<file path="src/rtl/rr_arb_pkg.sv">
// rr_arb_pkg: shared state encoding and defaults for the round-robin bus arbiter
package rr_arb_pkg;
  typedef enum logic {
    ST_IDLE   = 1'b0,
    ST_LOCKED = 1'b1
  } state_t;
  localparam int DEF_CNT_W = 16;
endpackage

</file>
<file path="src/rtl/rr_bus_arbiter_pick.sv">
// rr_pick: round-robin one-hot pick, lowest set bit of req starting after ptr
module rr_pick
  import rr_arb_pkg::*;
#(
  parameter int N  = 4,
  parameter int PW = $clog2(N)
) (
  input  logic [N-1:0]  req,
  input  logic [PW-1:0] ptr,
  output logic [N-1:0]  pick
);
  logic [PW-1:0]  sh;
  logic [2*N-1:0] dr;
  logic [2*N-1:0] dl;
  logic [N-1:0]   rot;
  logic [N-1:0]   fp;
  // rotate so ptr+1 lands at bit 0, take lowest set bit, rotate back
  always_comb begin
    sh   = (ptr == PW'(N-1)) ? '0 : ptr + PW'(1);
    dr   = {req, req} >> sh;
    rot  = dr[N-1:0];
    fp   = rot & (~rot + N'(1));
    dl   = {fp, fp} << sh;
    pick = dl[2*N-1:N];
  end
endmodule

</file>
<file path="src/rtl/rr_bus_arbiter.sv">
// rr_bus_arbiter: round-robin arbiter with burst locking onto one valid/ready bus; RR_ARB_STATS_EN adds grant counters
module rr_bus_arbiter
  import rr_arb_pkg::*;
#(
  parameter int N     = 4,
  parameter int CNT_W = DEF_CNT_W
) (
  input  logic             clk,
  input  logic             resetn,
  input  logic [N-1:0]     req_valid,
  input  logic [N-1:0]     req_last,
  output logic [N-1:0]     req_ready,
  output logic [N-1:0]     sel,
  output logic             bus_valid,
  output logic             bus_last,
  input  logic             bus_ready,
`ifdef RR_ARB_STATS_EN
  output logic             busy,
  output logic [N*CNT_W-1:0] grant_count
`else
  output logic             busy
`endif
);
  localparam int PW = $clog2(N);
  state_t        state;
  state_t        state_nx;
  logic [N-1:0]  grant;
  logic [N-1:0]  grant_nx;
  logic [N-1:0]  pick;
  logic [PW-1:0] ptr;
  logic [PW-1:0] ptr_nx;
  logic [PW-1:0] gidx;
  logic          locked;
  logic          start;
  logic          fire_last;
  rr_pick #(.N(N), .PW(PW)) u_pick (
    .req (req_valid),
    .ptr (ptr),
    .pick(pick)
  );
  // index of the held grant, becomes the new round-robin pointer on release
  always_comb begin
    gidx = '0;
    for (int i = 0; i < N; i++) if (grant[i]) gidx = PW'(i);
  end
  // output steering from the held grant, plus next-state decisions
  always_comb begin
    locked    = state == ST_LOCKED;
    sel       = locked ? grant : '0;
    busy      = locked;
    bus_valid = locked & |(req_valid & grant);
    bus_last  = locked & |(req_last & grant);
    req_ready = locked ? grant & {N{bus_ready}} : '0;
    start     = ~locked & |req_valid;
    fire_last = bus_valid & bus_ready & bus_last;
    state_nx  = start ? ST_LOCKED : fire_last ? ST_IDLE : state;
    grant_nx  = start ? pick : fire_last ? '0 : grant;
    ptr_nx    = fire_last ? gidx : ptr;
  end
  // state, grant and pointer registers; reset gives requester 0 first priority
  always_ff @(posedge clk or negedge resetn) begin
    if (!resetn) begin
      state <= ST_IDLE;
      grant <= '0;
      ptr   <= PW'(N-1);
    end else begin
      state <= state_nx;
      grant <= grant_nx;
      ptr   <= ptr_nx;
    end
  end
`ifdef RR_ARB_STATS_EN
  for (genvar g = 0; g < N; g++) begin : g_cnt
    logic [CNT_W-1:0] cnt;
    // count new grants to requester g, holding at all-ones
    always_ff @(posedge clk or negedge resetn) begin
      if (!resetn) cnt <= '0;
      else if (start && pick[g] && cnt != '1) cnt <= cnt + CNT_W'(1);
    end
    assign grant_count[g*CNT_W +: CNT_W] = cnt;
  end
`endif
endmodule

</file>
<file path="config.mk">
export PLATFORM = sky130hd
export DESIGN_NAME = rr_bus_arbiter
export DESIGN_NICKNAME = d
export VERILOG_FILES = /design/src/rtl/rr_arb_pkg.sv /design/src/rtl/rr_bus_arbiter_pick.sv /design/src/rtl/rr_bus_arbiter.sv
export SDC_FILE = /design/constraint.sdc
export NUM_CORES = 1
export LEC_CHECK = 0
export BUFFER_PORTS_ARGS = -buffer_cell sky130_fd_sc_hd__buf_4
export CORE_UTILIZATION = 40
export CTS_CLUSTER_SIZE = 12
export DETAILED_ROUTE_END_ITERATION = 7
export PLACE_DENSITY = 0.71
export SETUP_SLACK_MARGIN = 0.05
export SYNTH_ARGS = -nofsm -noshare
export SYNTH_HDL_FRONTEND = slang
export SYNTH_SLANG_ARGS = --single-unit
</file>
<file path="constraint.sdc">
create_clock -name clk -period 1.7 [get_ports clk]
set_input_delay 0.17 -clock clk [delete_from_list [all_inputs] [get_ports clk]]
set_output_delay 0.17 -clock clk [all_outputs]
set_load 0.005 [all_outputs]
</file>
* Word level (Yosys, flattened, before mapping)
Index checks and enable logic that the tools add are counted.
** Word-level totals
- Word-level logic and storage cells :: 33
- Input bits :: 11
- Register bits after elaboration :: 7
** Operators by class
- Add/subtract/negate cells :: 2
- Shifts and indexed selects :: 2
- Reduce and logical (&&, ||, !) cells :: 4
- Bitwise logic cells :: 11
- Eq/ne operators :: 1
- Multiplexer cells :: 10
** Operators by type and width (number)
- AND 4 bit :: 4
- two-way mux 4 bit :: 4
- OR reduction 4 bit :: 3
- << shifter 8 x 2 -> 8 bit :: 1
- right shift 8 x 2 -> 4 bit :: 1
- two-way mux 2 bit :: 3
- AND 1 bit :: 5
- adder 4 x 1 -> 4 bit (second input constant) :: 1
- NOT 4 bit :: 1
- two-way mux 1 bit :: 3
- adder 2 x 1 -> 2 bit (second input constant) :: 1
- == test 2 bit (second input constant) :: 1
- nonzero test 2 bit :: 1
- NOT 1 bit :: 1

* Logic depth before layout (Yosys ltp)
Gate-level depths: netlist (run 1).
- Depth after elaboration :: 8
- Mapped depth :: 6
- Depth with buffers taken out :: 5

* Hierarchy
From an unflattened synthesis (run 1), not the netlist that was laid out.
** Second synthesis, totals
- Cells, all modules :: 68
- Area total of the unflattened synthesis :: 565.5 µm²
** By module, submodules not included
- rr_bus_arbiter :: instances 1, area each 439.2 µm², cells each 48
- rr_pick :: instances 1, area each 126.4 µm², cells each 20

* Least setup slack after synthesis (run 1)
OpenSTA, ideal clock, no wires.
- Kind :: flip-flop to flip-flop
- Start point :: reg ptr[0]
- End point :: reg grant[0]
- Stages on the path, launching flop included :: 7
- Data arrival time :: 1.500 ns
- Data required time :: 1.578 ns
- Buffers on the path :: 1
- Period minus slack after synthesis :: 1.621 ns
- Setup slack :: 0.079 ns
- Setup time :: 0.122 ns
- Cell sequence :: dfstp_2 -> ha_1 -> clkbuf_1 -> nor2b_1 -> a2bb2oi_1 -> o22ai_1 -> a32o_1
** Between the ends
- Longest elaborated chain between the ends :: 8
- Elaborated cells on any way between the ends :: 9
- Those cells by class :: 2 x add/sub; 1 x eq/ne; 2 x shift; 2 x mux; 2 x bitwise
** RTL lines
- start: declaration :: RTL line rr_bus_arbiter.sv:30 : logic [PW-1:0] ptr;
- start signal: assignment :: RTL line rr_bus_arbiter.sv:65 : ptr <= PW'(N-1);
- start signal: assignment :: RTL line rr_bus_arbiter.sv:69 : ptr <= ptr_nx;
- adder 2 x 1 -> 2 bit / == test 2 bit (equally long branches) :: RTL line rr_bus_arbiter_pick.sv:19 : sh = (ptr == PW'(N-1)) ? '0 : ptr + PW'(1);
- two-way mux 2 bit (*) :: RTL line rr_bus_arbiter_pick.sv:19
- right shift 8 x 2 -> 4 bit :: RTL line rr_bus_arbiter_pick.sv:20 : dr = {req, req} >> sh;
- NOT 4 bit :: RTL line rr_bus_arbiter_pick.sv:22 : fp = rot & (~rot + N'(1));
- adder 4 x 1 -> 4 bit :: RTL line rr_bus_arbiter_pick.sv:22
- AND 4 bit :: RTL line rr_bus_arbiter_pick.sv:22
- << shifter 8 x 2 -> 8 bit (*) :: RTL line rr_bus_arbiter_pick.sv:23 : dl = {fp, fp} << sh;
- two-way mux 4 bit (*) :: RTL line rr_bus_arbiter.sv:57 : grant_nx = start ? pick : fire_last ? '0 : grant;
- end signal: assignment :: RTL line rr_bus_arbiter.sv:68 : grant <= grant_nx;
- end: declaration :: RTL line rr_bus_arbiter.sv:27 : logic [N-1:0] grant;
Every way passes the cells marked *; elsewhere a longest branch is shown, timed or not.
A chain may end at the register's enable or synchronous reset.

* Worst setup path after layout (run 1)
Same ends and word-level chain as after synthesis.

==> metrics.yaml, run 1 <==
pwr:
  seqPwrFrac_pct: 27.8
  leakage_uw: 0.000370
  p_comb_share_pct: 60.4
  internal_power_uw: 763
  ir_drop_mv: 0.906
  power.switching_uw: 551
  p_sw_share_pct: 41.9
  powerDensity_mw_per_mm2: 1770
  p_clk_share_pct: 11.7
  power_uw: 1310
route:
  met3_length_um: 61
  viasPerCell: 5.73
  top_layer_used: "met4"
  met2_length_um: 674
  drc_errors: 0
  first_pass_iters: 4
  drtIter0Drc: 23
  wl_met1_um: 626
  vias: 567
  drt-total-wl_mm: 1.38
  avgRoutedWirePerCell_um: 13.9
  drtAntennaViolNets: 0
global_route:
  grt_pass1_wl_mm: 2.13
  grt_pass1_vias: 484
  track_usage_pct: 21.7
  grt_max_degree: 13
  antenna_found_initial: 0
  overflow: 0
yosys:
  netlist_area_um2: 520
  ys_ff_latch: 7
  synth_cells: 60
  yosysWarnings: 0
  ys_seq_area_share_pct: 34.1
  syn_area_per_cell_um2: 8.67
  synth_cell_types: 25
  synth_nets: 72
clock_network:
  clock_sinks: 7
  clk_pin_slew_ns: 0.06
  cts_setup_buffers: 0
  root_buffer: "clkbuf_4"
  clk_latency_ns: 0.26
  cts_buffer_depth: 2
  ctsHtreeMaxLevel: 1
  numCtsBuffers: 3
  cts_tree: "yes"
timing:
  fin_worst_skew_ns: 0.0124
  final-setup-viol-count: 0
  rsz0062_at_grt: "no"
  period_needed_ns: 1.58
  min_period_over_period_pct: 93.0
  worst_slew_pin_slew_ns: 0.637
  fin_hold_ws_ns: 0.224
  fin_setup_tns_ns: 0
  slew-limit-headroom_pct: 57.1
  max_freq_mhz: 632
  final-hold-violation-count: 0
  final_max_slew_viol_count: 0
floorplan:
  dieArea_mm2: 0.00145
  coreArea_mm2: 0.00116
  dieWidth_um: 38.1
  die_height_um: 38.1
  row_count: 12
  start_util_pct: 45.0
  io_pins: 22
critical_path:
  path_class: "reg2reg"
  cp.arrival_ns: 1.73
  crit_path_top_delay_cell: "dfstp_2"
  rr_worst_depth: 5
  reg2reg_slack_ns: 0.12
  required_ns: 1.85
  r2r-end: "grant[0]"
  path_cells: "ha_2 > nor2b_2 > a2bb2oi_2 > o22ai_1 > a32o_1"
  reg2reg_from: "ptr[0]"
  start_kind: "flop"
  crit_fanout: 9
  critical_path.max_stage_delay_ns: 0.53
  cp-end-kind: "flop"
final_layout:
  fillers: 111
  layout_commonest_cell: "buf_4"
  final_layout_size_suffix_gt1_share_pct: 41.2
  finish.utilization_pct: 64.3
  antenna_cells: 0
  nets: 98
  layout_common_cells: "buf_4 (22), inv_1 (6), a21oi_1 (6)"
  syn2layout_area_growth_pct: 42.8
placed_design:
  portBuffers: 21
  gp_congestion: 0.731
outcome:
  outcome: "complete, no violations"
worst_hold_path:
  hold_path.class: "in2reg"
  min_to: "grant[3]"
  whs_path_depth: 2
  min-delay-start: "req_valid[3]"
run:
  cap_violations: 0
[per-stage QoR]
step,std cells,cell area [µm²],setup slack (ns)
detailed placement,94,696,0.101
global route,99,743,0.0400
global placement,94,696,0.144
CTS,99,732,0.0966
floorplan,60,520,0.0789
finish,99,743,0.118
[how the worst max path moves through the flow]
stage / end / from / cells after the start
after detailed placement: grant[0] / ptr[0] / 5
after global routing: grant[0] / ptr[0] / 5
after global placement: grant[0] / ptr[0] / 5
after floorplan: grant[0] / ptr[0] / 6
final: grant[0] / ptr[0] / 5
after CTS: grant[0] / ptr[0] / 5
[metal layers]
layer,global-route usage [%],vias to the layer above
li1,-,276
met1,30.0,271
met2,31.4,16
met3,5.23,4
met4,10.7,0
met5,0,-
[registers in the layout, summed over array words and instances, names as in the netlist]
name and flops:
ptr 2, grant 4, busy 1
[critical path: cells and delay by family, from the launching register on]
family                     cells  cell delay (ns)
adders and majority gates      1             0.32
DFF                            1             0.53
and+or+nand+nor                1             0.15
AOI/OAI and AO/OA              3             0.48
[power groups by stage]
| stage | sequential, µW | combinational, µW | clock, µW |
|---|---|---|---|
| floorplan | 330 | 484 | 0 |
| detailed placement | 370 | 751 | 0 |
| global route | 384 | 874 | 175 |
| CTS | 367 | 759 | 159 |
| finish | 366 | 795 | 154 |
| global placement | 365 | 743 | 0 |
[timing repair]
item	CTS	global route
endpoints found under the hold margin	7	0
hold buffers	1	0
setup endpoints to repair	0	1
gates resized for setup	0	3
[cell type report]
class | instances | area [µm²] | area share (%)
Sequential cell | 7 | 178 | 23.9
Inverter | 6 | 22.5 | 3.03
Timing Repair Buffer | 23 | 175 | 23.6
Multi-Input combinational cell | 45 | 324 | 43.6
Tap cell | 14 | 17.5 | 2.36
Clock buffer | 4 | 26.3 | 3.54
[Yosys cell counts]
cell type  number  share of area (%)
o21ai_0         4                3.8
a2bb2oi_1       1                1.7
o2111a_1        1                2.2
and2_1          3                3.6
a32o_1          2                3.8
a21bo_2         1                1.9
dfrtp_1         5                 24
nor2_1          4                2.9
a21oi_1         6                5.8
o41ai_2         1                3.1
a31o_2          2                3.4
nand2_1         2                1.4
o21a_1          1                1.4
a211oi_1        1                1.4
dfstp_2         2                 10
mux2i_1         2                3.8
nor2b_1         1                1.2
and3_1          4                4.8
inv_1           6                4.3
nor3_1          1               0.96
nand3_2         1                1.9
a22oi_1         5                7.2
o22ai_1         1                1.2
clkbuf_1        2                1.4
ha_1            1                2.4
[cells by family (layout without fill, tap and decap cells)]
kind of cell	Yosys count	after routing	synth area share, %
fa+ha+maj	1	1	2.40
buf+inv	8	33	5.77
compound gates	26	26	37.0
simple gates	16	16	16.8
flops	7	7	34.1
mux	2	2	3.85
Power figures use the tool's default switching activity.
==> run 2: changes to the inputs <==
CORE_UTILIZATION = 30   (was 40)
PLACE_DENSITY = not set   (was 0.71)
REMOVE_ABC_BUFFERS = 1   (was not set)
==> run 2 against run 1 <==
The flow now finishes with violations (DRC); sequential cell count unchanged; sequential share of layout area decreased by 0.36 points; count of clock-buffer cells in the layout unchanged; final cell count increased by 4.0%; core utilization decreased by 16 points; first-iteration DRC count decreased by 13%; global-route usage decreased by 6.0 points; worst hold slack got worse by 0.033 ns; fmax increased by 1.5%; total power increased by 0.28%; routed wire length decreased by 0.43%; critical path type unchanged; largest cell class unchanged.
==> metrics.yaml, run 2 (same netlist as run 1, synthesis figures left out) <==
outcome:
  outcome: "complete, but fails checks"  # was complete, no violations
  violations: "DRC"
route:
  viasPerCell: 5.57  # was 5.73
  first_pass_iters: 6  # was 4
  drtIter0Drc: 20  # was 23
  avgRoutedWirePerCell_um: 13.3  # was 13.9 µm
  met2_length_um: 669  # was 674 µm
  met3_length_um: 96  # was 61 µm
  drc_errors: 1  # was 0
  wl_met1_um: 608  # was 626 µm
  drtAntennaViolNets: 0  # unchanged
  drt-total-wl_mm: 1.37  # was 1.38 mm
  vias: 574  # was 567
  top_layer_used: "met3"  # was met4
global_route:
  overflow: 0  # unchanged
  grt_pass1_wl_mm: 2.27  # was 2.13 mm
  antenna_found_initial: 0  # unchanged
  grt_pass1_vias: 556  # was 484
  track_usage_pct: 15.7  # was 21.7%
  grt_max_degree: 12  # was 13
critical_path:
  path_delay_family: "flip-flops"  # unchanged
  path_cells: "ha_2 > nor2b_2 > a2bb2oi_1 > o22ai_1 > a32o_1"  # was ha_2 > nor2b_2 > a2bb2oi_2 > o22ai_1 > a32o_1
  required_ns: 1.84  # was 1.85 ns
  crit_fanout: 9  # unchanged
  cp-end-kind: "flop"  # unchanged
  cp.buffers_inverters: 0  # unchanged
  cp.arrival_ns: 1.70  # was 1.73 ns
  start_kind: "flop"  # unchanged
  crit_path_top_delay_cell: "dfstp_2"  # unchanged
  critical_path.max_stage_delay_ns: 0.53  # about the same
  path_class: "reg2reg"  # unchanged
floorplan:
  die_height_um: 43.7  # was 38.1 µm
  row_count: 14  # was 12
  start_util_pct: 33.4  # was 45.0%
  dieWidth_um: 43.7  # was 38.1 µm
  coreArea_mm2: 0.00156  # was 0.00116 mm²
  dieArea_mm2: 0.00191  # was 0.00145 mm²
  io_pins: 22  # unchanged
final_layout:
  fillers: 146  # was 111
  layout_common_cells: "buf_4 (24), inv_1 (6), a21oi_1 (6)"  # was buf_4 (22), inv_1 (6), a21oi_1 (6)
  final_layout_size_suffix_gt1_share_pct: 41.4  # was 41.2%
  layout_commonest_cell: "buf_4"  # unchanged
  multi_input_area_um2: 318  # was 324 µm²
  finish.utilization_pct: 48.4  # was 64.3%
  nets: 100  # was 98
  largest_reg_flops: 4  # unchanged
  syn2layout_area_growth_pct: 45.0  # was 42.8%
  antenna_cells: 0  # unchanged
  seq_area_um2: 178  # unchanged
  top_register: "grant"  # unchanged
clock_network:
  cts_setup_buffers: 0  # unchanged
  clock_sinks: 7  # unchanged
  clk_pin_slew_ns: 0.05  # was 0.06 ns
  root_buffer: "clkbuf_4"  # unchanged
  clk_latency_ns: 0.25  # was 0.26 ns
  cts_tree: "yes"  # unchanged
  numCtsBuffers: 3  # unchanged
  ctsHtreeMaxLevel: 1  # unchanged
  cts_buffer_depth: 2  # unchanged
timing:
  period_needed_ns: 1.56  # was 1.58 ns
  max_freq_mhz: 642  # was 632 MHz
  rsz0062_at_grt: "no"  # unchanged
  final-hold-violation-count: 0  # unchanged
  fin_worst_skew_ns: 0.00211  # was 0.0124 ns
  min_period_over_period_pct: 91.7  # was 93.0%
  worst_slew_pin_slew_ns: 0.579  # was 0.637 ns
  final-setup-viol-count: 0  # unchanged
  slew-limit-headroom_pct: 61.0  # was 57.1%
  fin_setup_tns_ns: 0  # unchanged
  final_max_slew_viol_count: 0  # unchanged
pwr:
  leakage_uw: 0.000379  # was 0.000370 µW
  p_clk_share_pct: 11.7  # about the same
  power.switching_uw: 534  # was 551 µW
  seqPwrFrac_pct: 24.9  # was 27.8%
  powerDensity_mw_per_mm2: 1750  # was 1770 mW/mm²
  p_sw_share_pct: 40.5  # was 41.9%
  ir_drop_mv: 0.743  # was 0.906 mV
  internal_power_uw: 785  # was 763 µW
  p_comb_share_pct: 63.4  # was 60.4%
run:
  cap_violations: 0  # unchanged
placed_design:
  gp_congestion: 0.801  # was 0.731
  portBuffers: 21  # unchanged
worst_hold_path:
  hold_path.class: "in2reg"  # unchanged
## run 2: cell types whose count changed in the layout (fill, tap and decap cells not counted)
| cell | delta |
|---|---|
| a2bb2oi_1 | +1 |
| a2bb2oi_2 | -1 |
| buf_4 | +2 |
## run 2: area by class of cell
class                      count  share of cell area (%)
timing repair buffer          25                    25.2
tap                           16                    2.65
inverter                       6                    2.99
clock buffer                   4                    3.48
sequential                     7                    23.5
multi-input combinational     45                    42.1
## run 2: stage by stage
stage | setup slack, ns | hold WS, ns | instance area [µm²] | instances | total power [µW]
finish | 0.142 | 0.192 | 754 | 103 | 1320
floorplan | 0.166 | -0.126 | 513 | 58 | 805
global placement | 0.146 | -0.0140 | 713 | 98 | 1150
global route | 0.0773 | 0.198 | 754 | 103 | 1430
CTS | 0.111 | 0.187 | 749 | 103 | 1310
detailed placement | 0.126 | -0.0142 | 713 | 98 | 1150
## run 2: routing by layer
metal,vias to the layer above,GRT usage [%]
li1,279,-
met2,22,24.8
met1,273,21.6
met4,0,5.63
met3,0,2.50
met5,-,0
## run 2: worst paths after layout
kind	start	slack (ns)	endpoint	cells past startpoint
worst min register to register	ptr[1]	0.47	ptr[1]	2
worst max-delay path	ptr[0]	0.14	grant[0]	5
max in group asynchronous	resetn	1.23	ptr[1]	2
worst min-delay path	req_valid[3]	0.19	grant[3]	2
min in group asynchronous	resetn	0.26	busy	2
worst max register to register	ptr[0]	0.14	grant[0]	5
## run 2: power by group through the flow
| stage | logic (µW) | registers [µW] | clock network (µW) |
|---|---|---|---|
| 2_1_floorplan | 459 | 347 | 0 |
| 3_3_place_gp | 824 | 329 | 0 |
| 3_5_place_dp | 819 | 328 | 0 |
| 4_1_cts | 825 | 327 | 159 |
| 5_1_grt | 923 | 339 | 165 |
| 6_report | 835 | 329 | 154 |
## run 2: repair_timing
item,in CTS,in global routing
resized for setup,0,2
hold endpoints to repair,7,0
endpoints found under the setup margin,0,1
hold buffers,1,0
## run 2: worst reg2reg max path, cell delays in order, from the launching register on
cell and delay (ns):
dfstp_2 0.53, ha_2 0.32, nor2b_2 0.12, a2bb2oi_1 0.17, o22ai_1 0.10, a32o_1 0.22
==> run 3: changes to the inputs <==
CORE_UTILIZATION = 40   (was 30)
HOLD_SLACK_MARGIN = 0.03   (was not set)
PLACE_DENSITY = 0.71   (was not set)
SKIP_CTS_REPAIR_TIMING = 1   (was not set)
==> run 3 against run 2 <==
The run now ends clean; largest power group unchanged; routed wire length down 0.22%; worst setup slack got worse by 0.034 ns; sequential power is 4% higher; sequential cell count did not move; design area fell by 1.7%; global-route usage is 5.0 points higher; critical endpoint unchanged; worst hold slack gained 0.027 ns; register-to-register slack worse by 0.03 ns; die area shrank 24%.
==> metrics.yaml, run 3 (same netlist as run 1, synthesis figures left out) <==
global_route:
  antenna_found_initial: 0  # unchanged
  track_usage_pct: 20.6  # was 15.7%
  overflow: 0  # unchanged
  grt_pass1_wl_mm: 2.05  # was 2.27 mm
  grt_max_degree: 12  # unchanged
  grt_pass1_vias: 492  # was 556
route:
  drc_errors: 0  # was 1
  drtAntennaViolNets: 0  # unchanged
  avgRoutedWirePerCell_um: 13.7  # was 13.3 µm
  drt-total-wl_mm: 1.37  # about the same
  viasPerCell: 5.61  # was 5.57
  first_pass_iters: 4  # was 6
  vias: 561  # was 574
  drtIter0Drc: 13  # was 20
critical_path:
  critical_path.max_stage_delay_ns: 0.53  # about the same
  crit_start: "ptr[0]"  # unchanged
  path_class: "reg2reg"  # unchanged
  crit_path_top_delay_cell: "dfstp_2"  # unchanged
  endpoint: "grant[0]"  # unchanged
  path_cells: "ha_2 > nor2b_1 > a2bb2oi_1 > o22ai_1 > a32o_1"  # was ha_2 > nor2b_2 > a2bb2oi_1 > o22ai_1 > a32o_1
  reg2reg_from: "ptr[0]"  # unchanged
  rr_worst_depth: 5  # unchanged
  reg2reg_slack_ns: 0.11  # was 0.14 ns
  cp.arrival_ns: 1.72  # was 1.70 ns
  r2r-end: "grant[0]"  # unchanged
  start_kind: "flop"  # unchanged
  cp-end-kind: "flop"  # unchanged
  crit_fanout: 9  # unchanged
  required_ns: 1.83  # was 1.84 ns
clock_network:
  clk_latency_ns: 0.24  # was 0.25 ns
  root_buffer: "clkbuf_4"  # unchanged
  clock_sinks: 7  # unchanged
  clk_pin_slew_ns: 0.05  # about the same
  numCtsBuffers: 3  # unchanged
  ctsHtreeMaxLevel: 1  # unchanged
  cts_buffer_depth: 2  # unchanged
  cts_tree: "yes"  # unchanged
placed_design:
  dpl_cell_area_um2: 703  # was 713 µm²
  portBuffers: 21  # unchanged
  gp_congestion: 0.709  # was 0.801
  dpl.hpwl_mm: 1.05
final_layout:
  finish.utilization_pct: 64.2  # was 48.4%
  design_area_um2: 742  # was 754 µm²
  layout_common_cells: "buf_4 (23), inv_1 (6), a21oi_1 (6)"  # was buf_4 (24), inv_1 (6), a21oi_1 (6)
  largest_reg_flops: 4  # unchanged
  layout_commonest_cell: "buf_4"  # unchanged
  final_layout_size_suffix_gt1_share_pct: 39.5  # was 41.4%
  top_register: "grant"  # unchanged
  fillers: 104  # was 146
  syn2layout_area_growth_pct: 42.5  # was 45.0%
  antenna_cells: 0  # unchanged
  nets: 99  # was 100
timing:
  rsz0062_at_grt: "no"  # unchanged
  min_period_over_period_pct: 93.7  # was 91.7%
  worst_slew_pin_slew_ns: 0.610  # was 0.579 ns
  fin_setup_tns_ns: 0  # unchanged
  slew-limit-headroom_pct: 58.9  # was 61.0%
  max_freq_mhz: 628  # was 642 MHz
  period_needed_ns: 1.59  # was 1.56 ns
  final-setup-viol-count: 0  # unchanged
  fin_worst_skew_ns: 0.00499  # was 0.00211 ns
  final-hold-violation-count: 0  # unchanged
  final_max_slew_viol_count: 0  # unchanged
floorplan:
  start_util_pct: 45.0  # was 33.4%
  dieArea_mm2: 0.00145  # was 0.00191 mm²
  row_count: 12  # was 14
  die_height_um: 38.1  # was 43.7 µm
  io_pins: 22  # unchanged
  coreArea_mm2: 0.00116  # was 0.00156 mm²
  dieWidth_um: 38.1  # was 43.7 µm
run:
  cap_violations: 0  # unchanged
pwr:
  ir_drop_mv: 0.940  # was 0.743 mV
  leakage_uw: 0.000373  # was 0.000379 µW
  powerDensity_mw_per_mm2: 1750  # about the same
worst_hold_path:
  hold_path.class: "in2reg"  # unchanged
  whs_path_depth: 2  # unchanged
outcome:
  outcome: "complete, no violations"  # was complete, but fails checks
[run 3: changes by cell type in the layout (fill, tap and decap cells not counted)]
| cell | before | now |
|---|---|---|
| buf_4 | 24 | 23 |
| nor2b_1 | 0 | 1 |
| nor2b_2 | 1 | 0 |
[run 3: worst min-delay path by stage]
| stage | slack [ns] | end | start |
|---|---|---|---|
| final | 0.22 | grant[3] | req_valid[3] |
| after detailed placement | -0.02 | grant[3] | resetn |
| after floorplan | -0.13 | busy | resetn |
| after global placement | -0.02 | busy | resetn |
| after global routing | 0.22 | grant[3] | req_valid[3] |
| after CTS | -0.28 | grant[3] | resetn |
[run 3: final cells by class]
| type | count | area (µm²) | share of cell area [%] |
|---|---|---|---|
| Clock buffer | 4 | 26.3 | 3.54 |
| Inverter | 6 | 22.5 | 3.04 |
| Multi-Input combinational cell | 45 | 315 | 42.5 |
| Sequential cell | 7 | 178 | 23.9 |
| Tap cell | 14 | 17.5 | 2.36 |
| Timing Repair Buffer | 24 | 183 | 24.6 |
[run 3: report_power, final]
part	switching (µW)	internal, µW	total [µW]
clock network	52.6	89.0	142
registers	82.3	259	341
logic	398	419	818
total	533	767	1300
[run 3: metal layers]
metal,up-vias,track usage (%),wire length (µm)
met3,0,1.74,28
met5,-,0,0
met2,11,32.2,713
li1,280,-,-
met1,270,27.5,629
met4,0,12.5,0
[run 3: worst max-delay path: cells and delay by family, from the launching register on]
family,cells,cell delay (ns)
flip-flops,1,0.53
AO/OA/AOI/OAI,3,0.52
adder cells (fa/ha/maj),1,0.32
AND/OR/NAND/NOR,1,0.12
[run 3: per-stage QoR]
stage                     cells  hold slack, ns  setup slack [ns]  total power, µW
after floorplan              58          -0.126             0.166              805
after global placement       95         -0.0154             0.139             1130
after detailed placement     95         -0.0151            0.0919             1140
after CTS                    99          -0.280            0.0881             1290
after global routing        100           0.216            0.0579             1410
final                       100           0.218             0.108             1300
